$ cat src/rtl/drum_timing_ctl.sv
// Drum bit/word timing generator and line-transfer scheduler.
// Free-running bit/word counters; TR is gated for one word or one full line starting at a target word.
module drum_timing_ctl #(
    parameter int WORD_BITS  = 29,
    parameter int LINE_WORDS = 108,
    parameter int WW         = 7
) (
    input  logic          CLOCK,
    input  logic          rst,
    input  logic          xfer_req,
    input  logic [WW-1:0] xfer_word,
    input  logic          xfer_full,
    input  logic          xfer_abort,
    output logic [4:0]    bit_time,
    output logic [WW-1:0] word_time,
    output logic          T0,
    output logic          T28,
    output logic          LINE_START,
    output logic          ODD_WORD,
    output logic          TR,
    output logic          xfer_busy,
    output logic          xfer_done,
    output logic          xfer_err
);

    localparam int LINE_BITS = WORD_BITS * LINE_WORDS;
    localparam int CW        = $clog2(LINE_BITS);

    typedef enum logic [1:0] {S_IDLE, S_WAIT, S_XFER} state_t;

    state_t        r_state;
    logic [4:0]    r_bit;
    logic [WW-1:0] r_word;
    logic [WW-1:0] r_target;
    logic [CW-1:0] r_len_m1;
    logic [CW-1:0] r_cnt;
    logic          r_tr;
    logic          r_done;
    logic          r_err;

    logic          w_bit_wrap;
    logic [4:0]    w_bit_nxt;
    logic [WW-1:0] w_word_nxt;
    logic          w_word_ok;
    logic [CW-1:0] w_len_m1;
    logic          w_hit_req;
    logic          w_hit_tgt;

    assign w_bit_wrap = (r_bit == 5'(WORD_BITS - 1));
    assign w_bit_nxt  = w_bit_wrap ? 5'd0 : r_bit + 5'd1;
    assign w_word_nxt = !w_bit_wrap ? r_word :
                        (r_word == WW'(LINE_WORDS - 1)) ? '0 : r_word + WW'(1);
    assign w_word_ok  = (xfer_word < WW'(LINE_WORDS));
    assign w_len_m1   = xfer_full ? CW'(LINE_BITS - 1) : CW'(WORD_BITS - 1);

    // TR is registered, so the start decision looks at the counter values of the next cycle.
    assign w_hit_req  = (w_bit_nxt == 5'd0) && (w_word_nxt == xfer_word);
    assign w_hit_tgt  = (w_bit_nxt == 5'd0) && (w_word_nxt == r_target);

    always_ff @(posedge CLOCK) begin
        if (rst) begin
            r_bit  <= '0;
            r_word <= '0;
        end else begin
            r_bit  <= w_bit_nxt;
            r_word <= w_word_nxt;
        end
    end

    always_ff @(posedge CLOCK) begin
        if (rst) begin
            r_state <= S_IDLE;
            r_tr    <= 1'b0;
            r_done  <= 1'b0;
            r_err   <= 1'b0;
        end else begin
            r_done <= 1'b0;
            r_err  <= 1'b0;
            case (r_state)
                S_IDLE: begin
                    r_tr <= 1'b0;
                    if (xfer_req && !w_word_ok) begin
                        r_err <= 1'b1;
                    end else if (xfer_req && !xfer_abort) begin
                        r_target <= xfer_word;
                        r_len_m1 <= w_len_m1;
                        if (w_hit_req) begin
                            r_state <= S_XFER;
                            r_tr    <= 1'b1;
                            r_cnt   <= w_len_m1;
                        end else begin
                            r_state <= S_WAIT;
                        end
                    end
                end
                S_WAIT: begin
                    if (xfer_abort) begin
                        r_state <= S_IDLE;
                    end else if (w_hit_tgt) begin
                        r_state <= S_XFER;
                        r_tr    <= 1'b1;
                        r_cnt   <= r_len_m1;
                    end
                end
                S_XFER: begin
                    // Abort takes priority over a completion in the same cycle.
                    if (xfer_abort) begin
                        r_state <= S_IDLE;
                        r_tr    <= 1'b0;
                    end else if (r_cnt == '0) begin
                        r_state <= S_IDLE;
                        r_tr    <= 1'b0;
                        r_done  <= 1'b1;
                    end else begin
                        r_cnt <= r_cnt - CW'(1);
                    end
                end
                default: begin
                    r_state <= S_IDLE;
                    r_tr    <= 1'b0;
                end
            endcase
        end
    end

    assign bit_time   = r_bit;
    assign word_time  = r_word;
    assign T0         = (r_bit == 5'd0);
    assign T28        = w_bit_wrap;
    assign LINE_START = (r_bit == 5'd0) && (r_word == '0);
    assign ODD_WORD   = r_word[0];
    assign TR         = r_tr;
    assign xfer_busy  = (r_state != S_IDLE);
    assign xfer_done  = r_done;
    assign xfer_err   = r_err;

endmodule

$ cat config.mk
export PLATFORM = sky130hd
export DESIGN_NAME = drum_timing_ctl
export DESIGN_NICKNAME = d
export VERILOG_FILES = /design/src/rtl/drum_timing_ctl.sv
export SDC_FILE = /design/constraint.sdc
export NUM_CORES = 1
export LEC_CHECK = 0
export ABC_AREA = 1
export CAP_MARGIN = 20
export CELL_PAD_IN_SITES_DETAIL_PLACEMENT = 1
export CELL_PAD_IN_SITES_GLOBAL_PLACEMENT = 1
export CORE_ASPECT_RATIO = 1.75
export CORE_UTILIZATION = 43
export CTS_CLUSTER_DIAMETER = 100
export DETAILED_ROUTE_END_ITERATION = 8
export PLACE_DENSITY = 0.88
export SLEW_MARGIN = 30
export SYNTH_ARGS = -nofsm -noshare
export SYNTH_HDL_FRONTEND = slang
export SYNTH_SLANG_ARGS = --single-unit
export TNS_END_PERCENT = 30
$ cat constraint.sdc
create_clock -name CLOCK -period 6.1 [get_ports CLOCK]
set_clock_uncertainty 0.2 [all_clocks]
set_input_delay 1.525 -clock CLOCK [delete_from_list [all_inputs] [get_ports CLOCK]]
set_output_delay 1.525 -clock CLOCK [all_outputs]
set_load 0.03 [all_outputs]
==> results of run 1 <==
==> synth_stat cells (3+ instances only) <==
master    instances  area share
nor3_1           10       0.021
nand4_1          11       0.028
edfxtp_1         21        0.26
dfxtp_1          17        0.14
a21oi_1           6       0.012
nand3_2           6       0.025
nor2_1           46       0.071
xor2_1            7       0.025
ha_1              9       0.047
nor2_2            3      0.0078
inv_1            55       0.085
nand3_1          27       0.056
or2_2             3      0.0078
o21ai_0          13       0.027
nand2_1          75        0.12
==> logic make-up after synthesis <==
kind of cell    share of synthesized area
compound gates                     0.0631
simple gates                        0.356
flops                               0.401
xor+xnor                           0.0290
fa+ha+maj                          0.0465
buf+inv                             0.104
==> routing by layer <==
layer	GRT usage	up-vias	wire length [µm]
li1	-	1129	-
met1	0.206	1081	2300
met2	0.469	30	3730
met3	0.0307	11	100
met4	0.110	0	180
met5	0	-	0
==> worst min path at each step <==
| stage | from | to | slack, ps | cells past startpoint |
|---|---|---|---|---|
| 2_1_floorplan | r_state[1] | r_state[1] | 290 | 2 |
| 3_3_place_gp | TR | TR | 310 | 4 |
| 3_5_place_dp | TR | TR | 330 | 4 |
| 4_1_cts | bit_time[0] | bit_time[0] | 360 | 1 |
| 5_1_grt | r_state[1] | r_state[1] | 380 | 2 |
| 6_report | r_state[1] | r_state[1] | 350 | 2 |
==> sequential cells by signal, summed over array words and instances, names as in the netlist <==
register	cells
r_cnt	12
bit_time	5
xfer_done	1
TR	1
r_state	2
r_len_m1	2
r_target	7
word_time	7
xfer_err	1
==> cell type report <==
| type | instances | area (µm²) |
|---|---|---|
| inverters | 55 | 206 |
| clock buffers | 6 | 93.8 |
| fillers | 705 | 2450 |
| clock inverters | 2 | 10.0 |
| multi-input cells | 230 | 1200 |
| flip-flops and latches | 38 | 971 |
| repair buffers | 33 | 325 |
| well taps | 74 | 92.6 |
==> power by group <==
part	total, mW	internal, mW	switching (mW)
clock network	0.198	0.104	0.0941
registers	0.338	0.315	0.0224
logic	0.263	0.0918	0.172
total	0.799	0.511	0.288
==> critical path: stages <==
cell and delay, ps:
clkdlybuf4s50_1 700, inv_1 270, o21ai_0 140, a2111oi_0 380, nand3_1 140, a21oi_2 560
==> through the flow <==
stage | power (mW) | hold slack [ps]
floorplan | 0.515 | 287
global placement | 0.593 | 313
detailed placement | 0.606 | 330
CTS | 0.806 | 356
global route | 0.844 | 378
finish | 0.799 | 352
==> flow_metrics.tcl, run 1 <==
set metrics [dict create \
    cp-endpoint "r_cnt[3]" \
    drt_pre_antenna_iters 4 \
    period_needed_ps 4010 \
    setup_tns_ps 0 \
    drive_above_1_share 0.0742 \
    ctsRootBufferMaster "clkbuf_8" \
    route.detailed.drc 0 \
    post_cts.repair.setup_buffers 0 \
    synth_flop_cell "edfxtp_1" \
    clk_latency_ps 290 \
    outcome "finished clean" \
    cts_resized 0 \
    crit_start "rst" \
    rsz0062_at_grt "false" \
    synth_edf_count 21 \
    netlist_instances 329 \
    vias 2251 \
    final_cells 438 \
    antenna_found_initial 0 \
    worst_pin_slew_ps 716 \
    grt_pass1_vias 2307 \
    grt_max_degree 21 \
    ys_async_sr_fraction 0 \
    grt_overflow_total 0 \
    yosysUniqueCellTypes 30 \
    cp-end-kind "register" \
    syn2layout_area_growth_pct 19.7 \
    synth_area_per_cell_um2 7.36 \
    ys_ff_latch 38 \
    crit_required_ps 5830 \
    hpwl_um 5060 \
    drt-vias-per-instance 5.14 \
    ys_warn_count 0 \
    r2r-start "bit_time[0]" \
    cts_tree "yes" \
    ys_seq_area_frac 0.401 \
    portBuffers 31 \
    fp.dieArea_um2 5940 \
    cts_sinks 38 \
    period_share 0.657 \
    place_congestion 0.794 \
    placedCellCount 430 \
    cp_max_fo 16 \
    antenna_left 0 \
    n_antenna_cell 0 \
    clk_path_buf_depth 2 \
    path_class "primary input to register" \
    drt_iter0_drc 83 \
    grt_usage 0.228 \
    setup_violations 0 \
    r2r_slack_ps 2880 \
    grt_first_pass_wirelength_um 10100 \
    cts.reportedPaths.clkPinSlew_ps 80 \
    place_ws_ps 1830 \
    cts_hold_buf 0 \
    mostFrequentLayoutCell "nand2_1" \
    reg2reg_depth 15 \
    r2r-end "r_cnt[3]" \
    worstSetupStartpointType "primary input" \
    setup_slack_ps 2090 \
    arrival_ps 3730 \
    wl_per_cell_um 14.4 \
    slew_headroom 0.522 \
    layout_common_cells "nand2_1 (75), inv_1 (55), nor2_1 (46), clkdlybuf4s50_1 (31), nand3_1 (27)" \
    max_freq_mhz 250 \
    die_w_um 58.7 \
    io-pin-count 32 \
    utilization 0.542 \
    synthesis.area_um2 2420 \
    hold_path_class "register to register" \
    die_y_um 101 \
    final_hold_viol_count 0 \
    start_util 0.453 \
    syn_nets 350 \
    finalMaxSlewViolations 0 \
    power_density_nw_per_um2 276 \
    cts_max_level 2 \
    cap_violations 0 \
    final_nets 384 \
    rows 35 \
    cts_buffers 5 \
    final_area_um2 2900 \
    leakage_nw 1.25 \
    place_area_um2 2790 \
    drt-total-wl_um 6310 \
    coreArea_um2 5340 \
    ir_drop_mv 0.235 \
]
Note: power is estimated with default switching activity, not from simulation.
==> run 2, diff against run 1 <==
--- a/config.mk
+++ b/config.mk
@@ -10,10 +10,10 @@
 export CELL_PAD_IN_SITES_DETAIL_PLACEMENT = 1
 export CELL_PAD_IN_SITES_GLOBAL_PLACEMENT = 1
 export CORE_ASPECT_RATIO = 1.75
-export CORE_UTILIZATION = 43
+export CORE_UTILIZATION = 36
 export CTS_CLUSTER_DIAMETER = 100
 export DETAILED_ROUTE_END_ITERATION = 8
-export PLACE_DENSITY = 0.88
+export PLACE_DENSITY = 0.79
 export SLEW_MARGIN = 30
 export SYNTH_ARGS = -nofsm -noshare
 export SYNTH_HDL_FRONTEND = slang
==> constraint.sdc (replaced) <==
create_clock -name CLOCK -period 3.55 [get_ports CLOCK]
set_clock_uncertainty 0.2 [all_clocks]
set_input_delay 0.8875 -clock CLOCK [delete_from_list [all_inputs] [get_ports CLOCK]]
set_output_delay 0.8875 -clock CLOCK [all_outputs]
set_load 0.03 [all_outputs]
==> run 2 against run 1 <==
  * Critical path type is now register to output pin
  * Clock-buffer cell count increased by 1
  * Critical endpoint is now T28
  * Non-clock buffer count grew 2
  * Combinational power rose by 73%
  * Wire length up 2.9%
==> flow_metrics.tcl, run 2 (synthesized netlist as in run 1, its figures left out) <==
set metrics [dict create \
    max_freq_mhz 323 \
    drt_iter0_drc 45 \
    arrival_ps 2010 \
    rows 39 \
    cts_buffers 5 \
    drt-total-wl_um 6490 \
    post_cts.repair.setup_buffers 0 \
    leakage_nw 1.28 \
    cp_max_fo 20 \
    syn2layout_area_growth_pct 22.5 \
    outcome "finished clean" \
    finalPower_mw 1.48 \
    worstSetupStartpointType "register" \
    fp.dieArea_um2 7070 \
    grt_pass1_vias 2372 \
    crit_start "bit_time[0]" \
    setup_tns_ps 0 \
    cpPeakStageDelay_ps 710 \
    wl_per_cell_um 14.5 \
    layout_common_cells "nand2_1 (75), inv_1 (55), nor2_1 (46), clkdlybuf4s50_1 (31), nand3_1 (27)" \
    ctsRootBufferMaster "clkbuf_16" \
    final_nets 386 \
    place_congestion 0.759 \
    n_antenna_cell 0 \
    mostFrequentLayoutCell "nand2_1" \
    clk_path_buf_depth 2 \
    utilization 0.457 \
    vias 2246 \
    slew_headroom 0.757 \
    cts_hold_buf 0 \
    worstPathCellList "inv_1 -> ha_1 -> nand2_1 -> nor2_2 -> buf_4 -> clkdlybuf4s50_1" \
    hold_path_class "register to register" \
    coreArea_um2 6490 \
    cts.reportedPaths.clkPinSlew_ps 60 \
    power_density_nw_per_um2 501 \
    path_class "register to output pin" \
    cap_violations 0 \
    io-pin-count 32 \
    hpwl_um 5250 \
    drive_above_1_share 0.0765 \
    ir_drop_mv 0.529 \
    clk_latency_ps 290 \
    cts_max_level 2 \
    period_needed_ps 3090 \
    cts_sinks 38 \
    cts_resized 0 \
    grt_usage 0.205 \
    top_register "r_cnt" \
    min-delay-start "TR" \
    finalMaxSlewViolations 0 \
    largest_reg_flops 12 \
    antenna_left 0 \
    grt_first_pass_wirelength_um 11000 \
    drt_pre_antenna_iters 4 \
    antenna_found_initial 0 \
    start_util 0.373 \
    drt-vias-per-instance 5.01 \
    grt_overflow_total 0 \
    cts_tree "yes" \
    r2r-start "bit_time[0]" \
    setup_violations 0 \
    cp-end-kind "output pin" \
    die_y_um 110 \
    portBuffers 31 \
    cp_slowest_cell "clkdlybuf4s50_1" \
    rsz0062_at_grt "false" \
    die_w_um 64.0 \
    period_share 0.872 \
    final_hold_viol_count 0 \
    route.detailed.drc 0 \
    grt_max_degree 21 \
    fill_cells 831 \
    worst_pin_slew_ps 355 \
    crit_required_ps 2460 \
]
run 2: changes by cell type in the layout (fill, tap and decap cells not counted), sizes merged:
| cell | delta |
|---|---|
| clkinv | -1 |
| buf | +2 |
| clkbuf | +1 |
run 2: path summary, 6_finish.rpt:
check / slack [ps] / end / depth (start not counted)
max reg2reg: 630 / r_cnt[11] / 17
min reg2reg: 340 / TR / 4
min: 340 / TR / 4
max: 460 / T28 / 6
run 2: stage by stage:
| step | std cells | hold slack [ps] | setup WS (ps) | instance area [µm²] |
|---|---|---|---|---|
| CTS | 448 | 338 | 439 | 2970 |
| global placement | 440 | 309 | 469 | 2820 |
| detailed placement | 440 | 327 | 383 | 2820 |
| floorplan | 329 | 287 | 666 | 2420 |
| global route | 448 | 390 | 311 | 2970 |
| finish | 448 | 340 | 455 | 2970 |
run 2: power by group:
group	total (mW)	internal [mW]	switching, mW
registers	0.579	0.542	0.0371
clock network	0.452	0.278	0.173
logic	0.454	0.161	0.293
total	1.48	0.982	0.503
run 2: layer usage:
| metal | wire [µm] | share of wire | GRT usage |
|---|---|---|---|
| met1 | 2210 | 0.34 | 0.174 |
| met2 | 4020 | 0.62 | 0.426 |
| met3 | 99 | 0.015 | 0.0382 |
| met4 | 160 | 0.025 | 0.0924 |
| met5 | 0 | 0 | 0 |
run 2: final cells by class:
cell class	instances	area, µm²	area share
clock buffers	7	143	0.0481
well taps	82	103	0.0346
multi-input cells	230	1200	0.404
flip-flops and latches	38	971	0.327
inverters	55	206	0.0696
repair buffers	35	340	0.115
clock inverters	1	5.00	0.00169
run 2: critical path, delay by kind of cell, from the launching register on:
kind	cells	cell delay (ps)
and+or+nand+nor	2	150
buffers and inverters	3	1040
DFF	1	350
adders and majority gates	1	170
==> run 3, diff against run 2 <==
--- a/config.mk
+++ b/config.mk
@@ -10,10 +10,10 @@
 export CELL_PAD_IN_SITES_DETAIL_PLACEMENT = 1
 export CELL_PAD_IN_SITES_GLOBAL_PLACEMENT = 1
 export CORE_ASPECT_RATIO = 1.75
-export CORE_UTILIZATION = 36
+export CORE_UTILIZATION = 40
 export CTS_CLUSTER_DIAMETER = 100
 export DETAILED_ROUTE_END_ITERATION = 8
-export PLACE_DENSITY = 0.79
+export PLACE_DENSITY = 0.83
 export SLEW_MARGIN = 30
 export SYNTH_ARGS = -nofsm -noshare
 export SYNTH_HDL_FRONTEND = slang
==> constraint.sdc (replaced) <==
create_clock -name CLOCK -period 3.4 [get_ports CLOCK]
set_clock_uncertainty 0.2 [all_clocks]
set_input_delay 0.85 -clock CLOCK [delete_from_list [all_inputs] [get_ports CLOCK]]
set_output_delay 0.85 -clock CLOCK [all_outputs]
set_load 0.03 [all_outputs]
==> run 3 against run 2 <==
  * Register-to-register slack got worse by 160 ps
  * Cell area decreased by 1.6%
  * Die area decreased by 9.8%
  * Critical path depth unchanged
  * Critical endpoint unchanged
==> flow_metrics.tcl, run 3 (synthesized netlist as in run 1, its figures left out) <==
set metrics [dict create \
    p_switching_mw 0.506 \
    worst_pin_slew_ps 336 \
    period_share 0.896 \
    cts_hold_buf 0 \
    clk_latency_ps 290 \
    outcome "finished clean" \
    highest_layer "met4" \
    multi_input_comb_area_um2 1200 \
    vias 2250 \
    fp.dieArea_um2 6380 \
    cts_buffers 5 \
    arrival_ps 2000 \
    largest_reg_flops 12 \
    r2r-end "r_cnt[3]" \
    post_cts.repair.setup_buffers 0 \
    drt-vias-per-instance 5.07 \
    dr_wl_met2_um 3780 \
    antenna_found_initial 0 \
    final_nets 386 \
    rsz0062_at_grt "false" \
    setup_violations 0 \
    die_y_um 105 \
    setup_tns_ps 0 \
    r2r-start "bit_time[0]" \
    cap_violations 0 \
    clk_path_buf_depth 2 \
    grt_max_degree 21 \
    n_antenna_cell 0 \
    ir_drop_mv 0.346 \
    grt_first_pass_wirelength_um 10300 \
    place_ws_ps 202 \
    register_area_um2 971 \
    clockPowerShare 0.260 \
    grt_usage 0.217 \
    top_register "r_cnt" \
    pwr-share-comb 0.325 \
    cts.reportedPaths.clkPinSlew_ps 70 \
    hpwl_um 5120 \
    power_frac_seq 0.415 \
    layout_common_cells "nand2_1 (75), inv_1 (55), nor2_1 (46), clkdlybuf4s50_1 (31), nand3_1 (27)" \
    slew_headroom 0.770 \
    cp-end-kind "output pin" \
    switching_share 0.347 \
    io-pin-count 32 \
    r2r_slack_ps 470 \
    antenna_left 0 \
    fill_cells 769 \
    crit_required_ps 2350 \
    power_density_nw_per_um2 500 \
    path_class "register to output pin" \
    cts_max_level 2 \
    cts_tree "yes" \
    drt-met1-wl_um 2220 \
    drt-total-wl_um 6260 \
    cp_max_fo 20 \
    syn2layout_area_growth_pct 20.6 \
    final_hold_viol_count 0 \
    mostFrequentLayoutCell "nand2_1" \
    cts_resized 0 \
    drive_above_1_share 0.0738 \
    holdPathStages 4 \
    cts_sinks 38 \
    period_needed_ps 3050 \
    min-delay-start "TR" \
    place_congestion 0.793 \
    leakage_nw 1.25 \
    grt_overflow_total 0 \
    p_int_mw 0.953 \
    coreArea_um2 5830 \
    met3WireLength_um 91 \
    finalMaxSlewViolations 0 \
    drt_iter0_drc 69 \
    grt_pass1_vias 2407 \
    rows 37 \
    reg2reg_depth 17 \
    setup_slack_ps 353 \
    route.detailed.drc 0 \
    start_util 0.415 \
    portBuffers 31 \
    ctsRootBufferMaster "clkbuf_8" \
    max_freq_mhz 328 \
    wl_per_cell_um 14.1 \
    hold_path_class "register to register" \
    min_to "TR" \
    worstSetupStartpointType "register" \
    die_w_um 60.8 \
    drt_pre_antenna_iters 4 \
]
==> run 3: worst max path at each step <==
stage	start	endpoint	slack, ps	cells after the start
after floorplan	word_time[0]	r_cnt[0]	520	14
after global placement	xfer_word[3]	r_cnt[4]	350	11
after detailed placement	xfer_word[3]	r_cnt[0]	200	11
after CTS	word_time[0]	LINE_START	320	5
after global routing	word_time[0]	r_cnt[9]	200	16
final	bit_time[0]	T28	350	6
==> run 3: layout make-up <==
cell class	count	share of cell area
sequential	38	0.333
inverter	55	0.0707
multi-input combinational	230	0.410
clock buffer	7	0.0261
timing repair buffer	35	0.117
tap	78	0.0334
clock inverter	1	0.0103
==> run 3: routing by layer <==
| layer | vias to the layer above | GRT usage |
|---|---|---|
| met5 | - | 0 |
| met3 | 12 | 0.0248 |
| met1 | 1074 | 0.188 |
| li1 | 1136 | - |
| met4 | 0 | 0.0909 |
| met2 | 28 | 0.447 |
==> run 3: through the flow <==
| stage | util | total power [mW] | instance area [µm²] | hold WS [ps] | instances |
|---|---|---|---|---|---|
| floorplan | - | 0.925 | 2420 | 287 | 329 |
| global placement | 0.482 | 1.07 | 2810 | 303 | 436 |
| detailed placement | 0.482 | 1.09 | 2810 | 316 | 436 |
| CTS | 0.500 | 1.48 | 2920 | 328 | 444 |
| global route | 0.500 | 1.54 | 2920 | 375 | 444 |
| finish | 0.500 | 1.46 | 2920 | 321 | 444 |
==> run 3: worst max-delay path, stage by stage (launching register included) <==
cell,delay [ps]
dfxtp_1,360
inv_1,70
ha_1,160
nand2_1,70
nor2_2,70
buf_4,250
clkdlybuf4s50_1,720
==> run 3: power groups by stage <==
stage	Sequential (mW)	Combinational, mW	Clock [mW]
finish	0.606	0.474	0.380
global route	0.612	0.531	0.398
CTS	0.606	0.482	0.387
detailed placement	0.617	0.476	0
global placement	0.613	0.456	0
floorplan	0.619	0.306	0
==> patch 1: new RTL, settings of run 3 <==
Encoding of `state_t`: now one-hot (3 bits for 3 states).
--- a/src/rtl/drum_timing_ctl.sv
+++ b/src/rtl/drum_timing_ctl.sv
@@ -27,5 +27,5 @@
     localparam int CW        = $clog2(LINE_BITS);
 
-    typedef enum logic [1:0] {S_IDLE, S_WAIT, S_XFER} state_t;
+    typedef enum logic [2:0] {S_IDLE = 3'b001, S_WAIT = 3'b010, S_XFER = 3'b100} state_t;
 
     state_t        r_state;
Check against the original RTL: same outputs for any inputs over 10 cycles, from zero or initial values and one cycle with rst high; not proved beyond that.
==> patch 1 against run 3 <==
- die area down 6.1%
- highest routed layer unchanged
- critical endpoint is now LINE_START
- critical path type unchanged
- sequential power is 2% lower
- design area is 3.7% lower
- cell count shrank 8.1%
- worst setup slack got worse by 0.10 ns
- largest power group unchanged
- global-route usage rose by 0.86 points
- largest cell class unchanged
- maximum frequency is 3.3% lower
- worst hold slack better by 0.0099 ns
- area after synthesis down 6.3%
- non-clock buffer count grew 3
- total power fell by 5.7%
- sequential share of layout area increased by 2.0 points
- sequential cell count increased by 1
- routed wire length fell by 3.4%
==> patch 1: results (changes against run 3) <==
| Metric | Value |
|---|---|
| Run status | complete, no violations |
| Crit path max fanout | 6 (-70%) |
| Synth cell types | 34 (+13%) |
| DR iter-0 viols | 49 (-29%) |
| Sequential share of the synthesized area | 0.437 (+0.0356) |
| Placed cell count | 400 (-8.3%) |
| Top cells by area, synth | edfxtp_1, dfxtp_1, nand2_1 |
| Min Hold Slack | 0.331 ns (+0.00994 ns) |
| Placer Congestion | 0.795 (+0.26%) |
| P&R area growth vs syn | 23.9% |
| Layout cell share with drive strength beyond 1 | 0.0988 (+0.0250) |
| Total Wirelength | 6.05 mm (-3.4%) |
| First-pass DRT Iterations | 5 (+1) |
| Routed via count | 2089 (-7.2%) |
| Worst-Margin Slew | 0.333 ns (-0.00309 ns) |
| First-pass GRT wire length | 10.1 mm (-2.5%) |
| WP data arrival | 2.10 ns (+0.10 ns) |
| DR vias/cell | 5.12 (+1.0%) |
| Post-synth top cells | nand2_1, inv_1, nor2_1 |
| FF-to-FF End | r_cnt[11] |
| Total nets after synthesis | 310 (-11%) |
| Vias in the first global route | 2311 (-4.0%) |
| VDD IR max | 0.321 mV (-7.4%) |
| Final nets | 350 (-9.3%) |
| Clock slew at reported path FFs | 0.09 ns (+0.02 ns) |
| Post-synthesis cell count | 293 (-11%) |
==> patch 1: area by class of cell <==
type | count | share of cell area
Multi-Input combinational cell | 201 | 0.374
Timing Repair Buffer | 38 | 0.129
Clock inverter | 2 | 0.0214
Clock buffer | 6 | 0.0258
Sequential cell | 39 | 0.353
Tap cell | 74 | 0.0329
Inverter | 48 | 0.0641
==> patch 1: routing by layer <==
layer / vias up / share of wire / wire length (um) / global-route usage
li1: 1029 / - / - / -
met1: 1015 / 0.37 / 2260 / 0.211
met2: 35 / 0.59 / 3550 / 0.462
met3: 10 / 0.022 / 135 / 0.0332
met4: 0 / 0.018 / 106 / 0.0879
met5: - / 0 / 0 / 0
==> patch 1: how the worst max path moves through the flow <==
stage / start / to / slack (ns) / cells past startpoint
after global placement: xfer_word[3] / r_cnt[9] / 0.47 / 10
final: bit_time[0] / LINE_START / 0.25 / 5
after CTS: bit_time[0] / LINE_START / 0.23 / 5
after global routing: bit_time[0] / LINE_START / 0.12 / 5
after floorplan: bit_time[0] / r_cnt[0] / 0.55 / 15
after detailed placement: xfer_word[3] / r_cnt[9] / 0.38 / 10
==> patch 1: cells by family after synthesis <==
logic type               count (synthesis)  share of synthesized area
AO/OA/AOI/OAI                           25                     0.0645
XOR/XNOR                                 4                     0.0154
buffers and inverters                   53                     0.0998
adder cells (fa/ha/maj)                  5                     0.0276
AND/OR/NAND/NOR                        167                      0.356
flip-flops                              39                      0.437
==> patch 1: power by group <==
group,switching [mW],internal [mW]
Sequential,0.0331,0.560
Clock,0.172,0.294
Combinational,0.197,0.120
Total,0.402,0.974
==> patch 1: worst max-delay path, stage by stage, from the launching register on <==
cell	delay, ns
dfxtp_1	0.37
inv_1	0.08
ha_1	0.17
nand4_1	0.15
nor4_1	0.31
clkdlybuf4s50_1	0.73
==> patch 2: new RTL, settings of run 3 <==
Without the edit above. `WORD_BITS`: 29 -> 21.
--- a/src/rtl/drum_timing_ctl.sv
+++ b/src/rtl/drum_timing_ctl.sv
@@ -2,5 +2,5 @@
 // Free-running bit/word counters; TR is gated for one word or one full line starting at a target word.
 module drum_timing_ctl #(
-    parameter int WORD_BITS  = 29,
+    parameter int WORD_BITS  = 21,
     parameter int LINE_WORDS = 108,
     parameter int WW         = 7
Check against the original RTL: no difference found for any inputs over 10 cycles, from zero or initial values and one cycle with rst high; that may be too few to reach the edited logic, so the function may still have changed.
==> patch 2 against run 3 <==
- total power decreased by 0.49%
- first-iteration DRC count is 7.2% lower
- worst setup slack improved by 0.020 ns
- cell count is 6.5% lower
- count of clock-buffer cells in the layout increased by 1
- design area shrank 3.3%
- sequential power up 3%
- largest power group unchanged
- highest routed layer unchanged
- sequential share of layout area grew 1.2 points
- area after synthesis shrank 3.6%
- critical endpoint is now LINE_START
- combinational power is 11% higher
- routed wire length rose by 1.3%
- sequential cell count did not move
- global-route usage increased by 1.0 points
==> patch 2: results (changes against run 3) <==
| Metric | Value |
|---|---|
| Sequential share of power | 0.428 (+0.013) |
| Switching power | 0.538 mW (+6.2%) |
| Largest net degree at the start of global routing | 17 (-19%) |
| Post-synth top cells | nand2_1, inv_1, nor2_1 |
| Lkg Pwr | 1.22 nW (-3.1%) |
| Placer Congestion | 0.792 (about the same) |
| Sequential share of the synthesized area | 0.416 (+0.0151) |
| Cell Area, Placed | 0.00274 mm^2 (-2.5%) |
| # fillers | 712 (-7.4%) |
| Total nets after synthesis | 321 (-8.3%) |
| Post-detail-place hpwl | 5.23 mm (+2.1%) |
| Total Wirelength | 6.34 mm (+1.3%) |
| R2r setup slk | 0.53 ns (+0.06 ns) |
| Top cells by area, synth | edfxtp_1, dfxtp_1, nand2_1 |
| VDD IR max | 0.412 mV (+19%) |
| Crit path to | LINE_START |
| Synth cell types | 34 (+13%) |
| Internal | 0.914 mW (-4.0%) |
| Crit path max fanout | 6 (-70%) |
| Worst-Margin Slew | 0.808 ns (+0.472 ns) |
| WP data arrival | 1.98 ns (-0.02 ns) |
| FF-to-FF End | r_cnt[2] |
| Vias in the first global route | 2200 (-8.6%) |
| Comb group | 0.524 mW (+11%) |
| DR WL/cell | 15.3 um (+8.4%) |
| Post-synthesis cell count | 300 (-8.8%) |
| DR iter-0 viols | 64 (-7.2%) |
| Run status | complete, no violations |
[patch 2: layout make-up]
type | count | area (um^2) | share of cell area
Multi-Input combinational cell | 216 | 1180 | 0.417
Inverter | 42 | 158 | 0.0559
Sequential cell | 38 | 971 | 0.344
Clock buffer | 8 | 80.1 | 0.0284
Timing Repair Buffer | 35 | 340 | 0.121
Tap cell | 76 | 95.1 | 0.0337
[patch 2: worst min path at each step]
| stage | endpoint | depth (start not counted) | slack (ns) | from |
|---|---|---|---|---|
| global placement | TR | 2 | 0.28 | TR |
| CTS | TR | 2 | 0.32 | TR |
| finish | TR | 2 | 0.31 | TR |
| global route | TR | 2 | 0.34 | TR |
| floorplan | r_state[0] | 2 | 0.31 | r_state[0] |
| detailed placement | TR | 2 | 0.29 | TR |
[patch 2: worst max-delay path: stages (launching register included)]
cell,delay [ns]
dfxtp_1,0.36
inv_1,0.09
ha_1,0.18
nand2_2,0.11
nor4_1,0.23
clkdlybuf4s50_1,0.71
[patch 2: kinds of logic (layout without fill, tap and decap cells)]
| logic type | Yosys count | count (layout) | synth area share |
|---|---|---|---|
| flops | 38 | 38 | 0.416 |
| fa+ha+maj | 9 | 9 | 0.0483 |
| simple gates | 172 | 172 | 0.348 |
| buf+inv | 46 | 85 | 0.0789 |
| xor+xnor | 12 | 12 | 0.0483 |
| compound gates | 23 | 23 | 0.0606 |
[patch 2: routing by layer]
layer | wire, um | vias to the layer above | global-route usage
li1 | - | 1045 | -
met1 | 2060 | 991 | 0.189
met2 | 3780 | 44 | 0.457
met3 | 139 | 26 | 0.0339
met4 | 365 | 0 | 0.157
met5 | 0 | - | 0
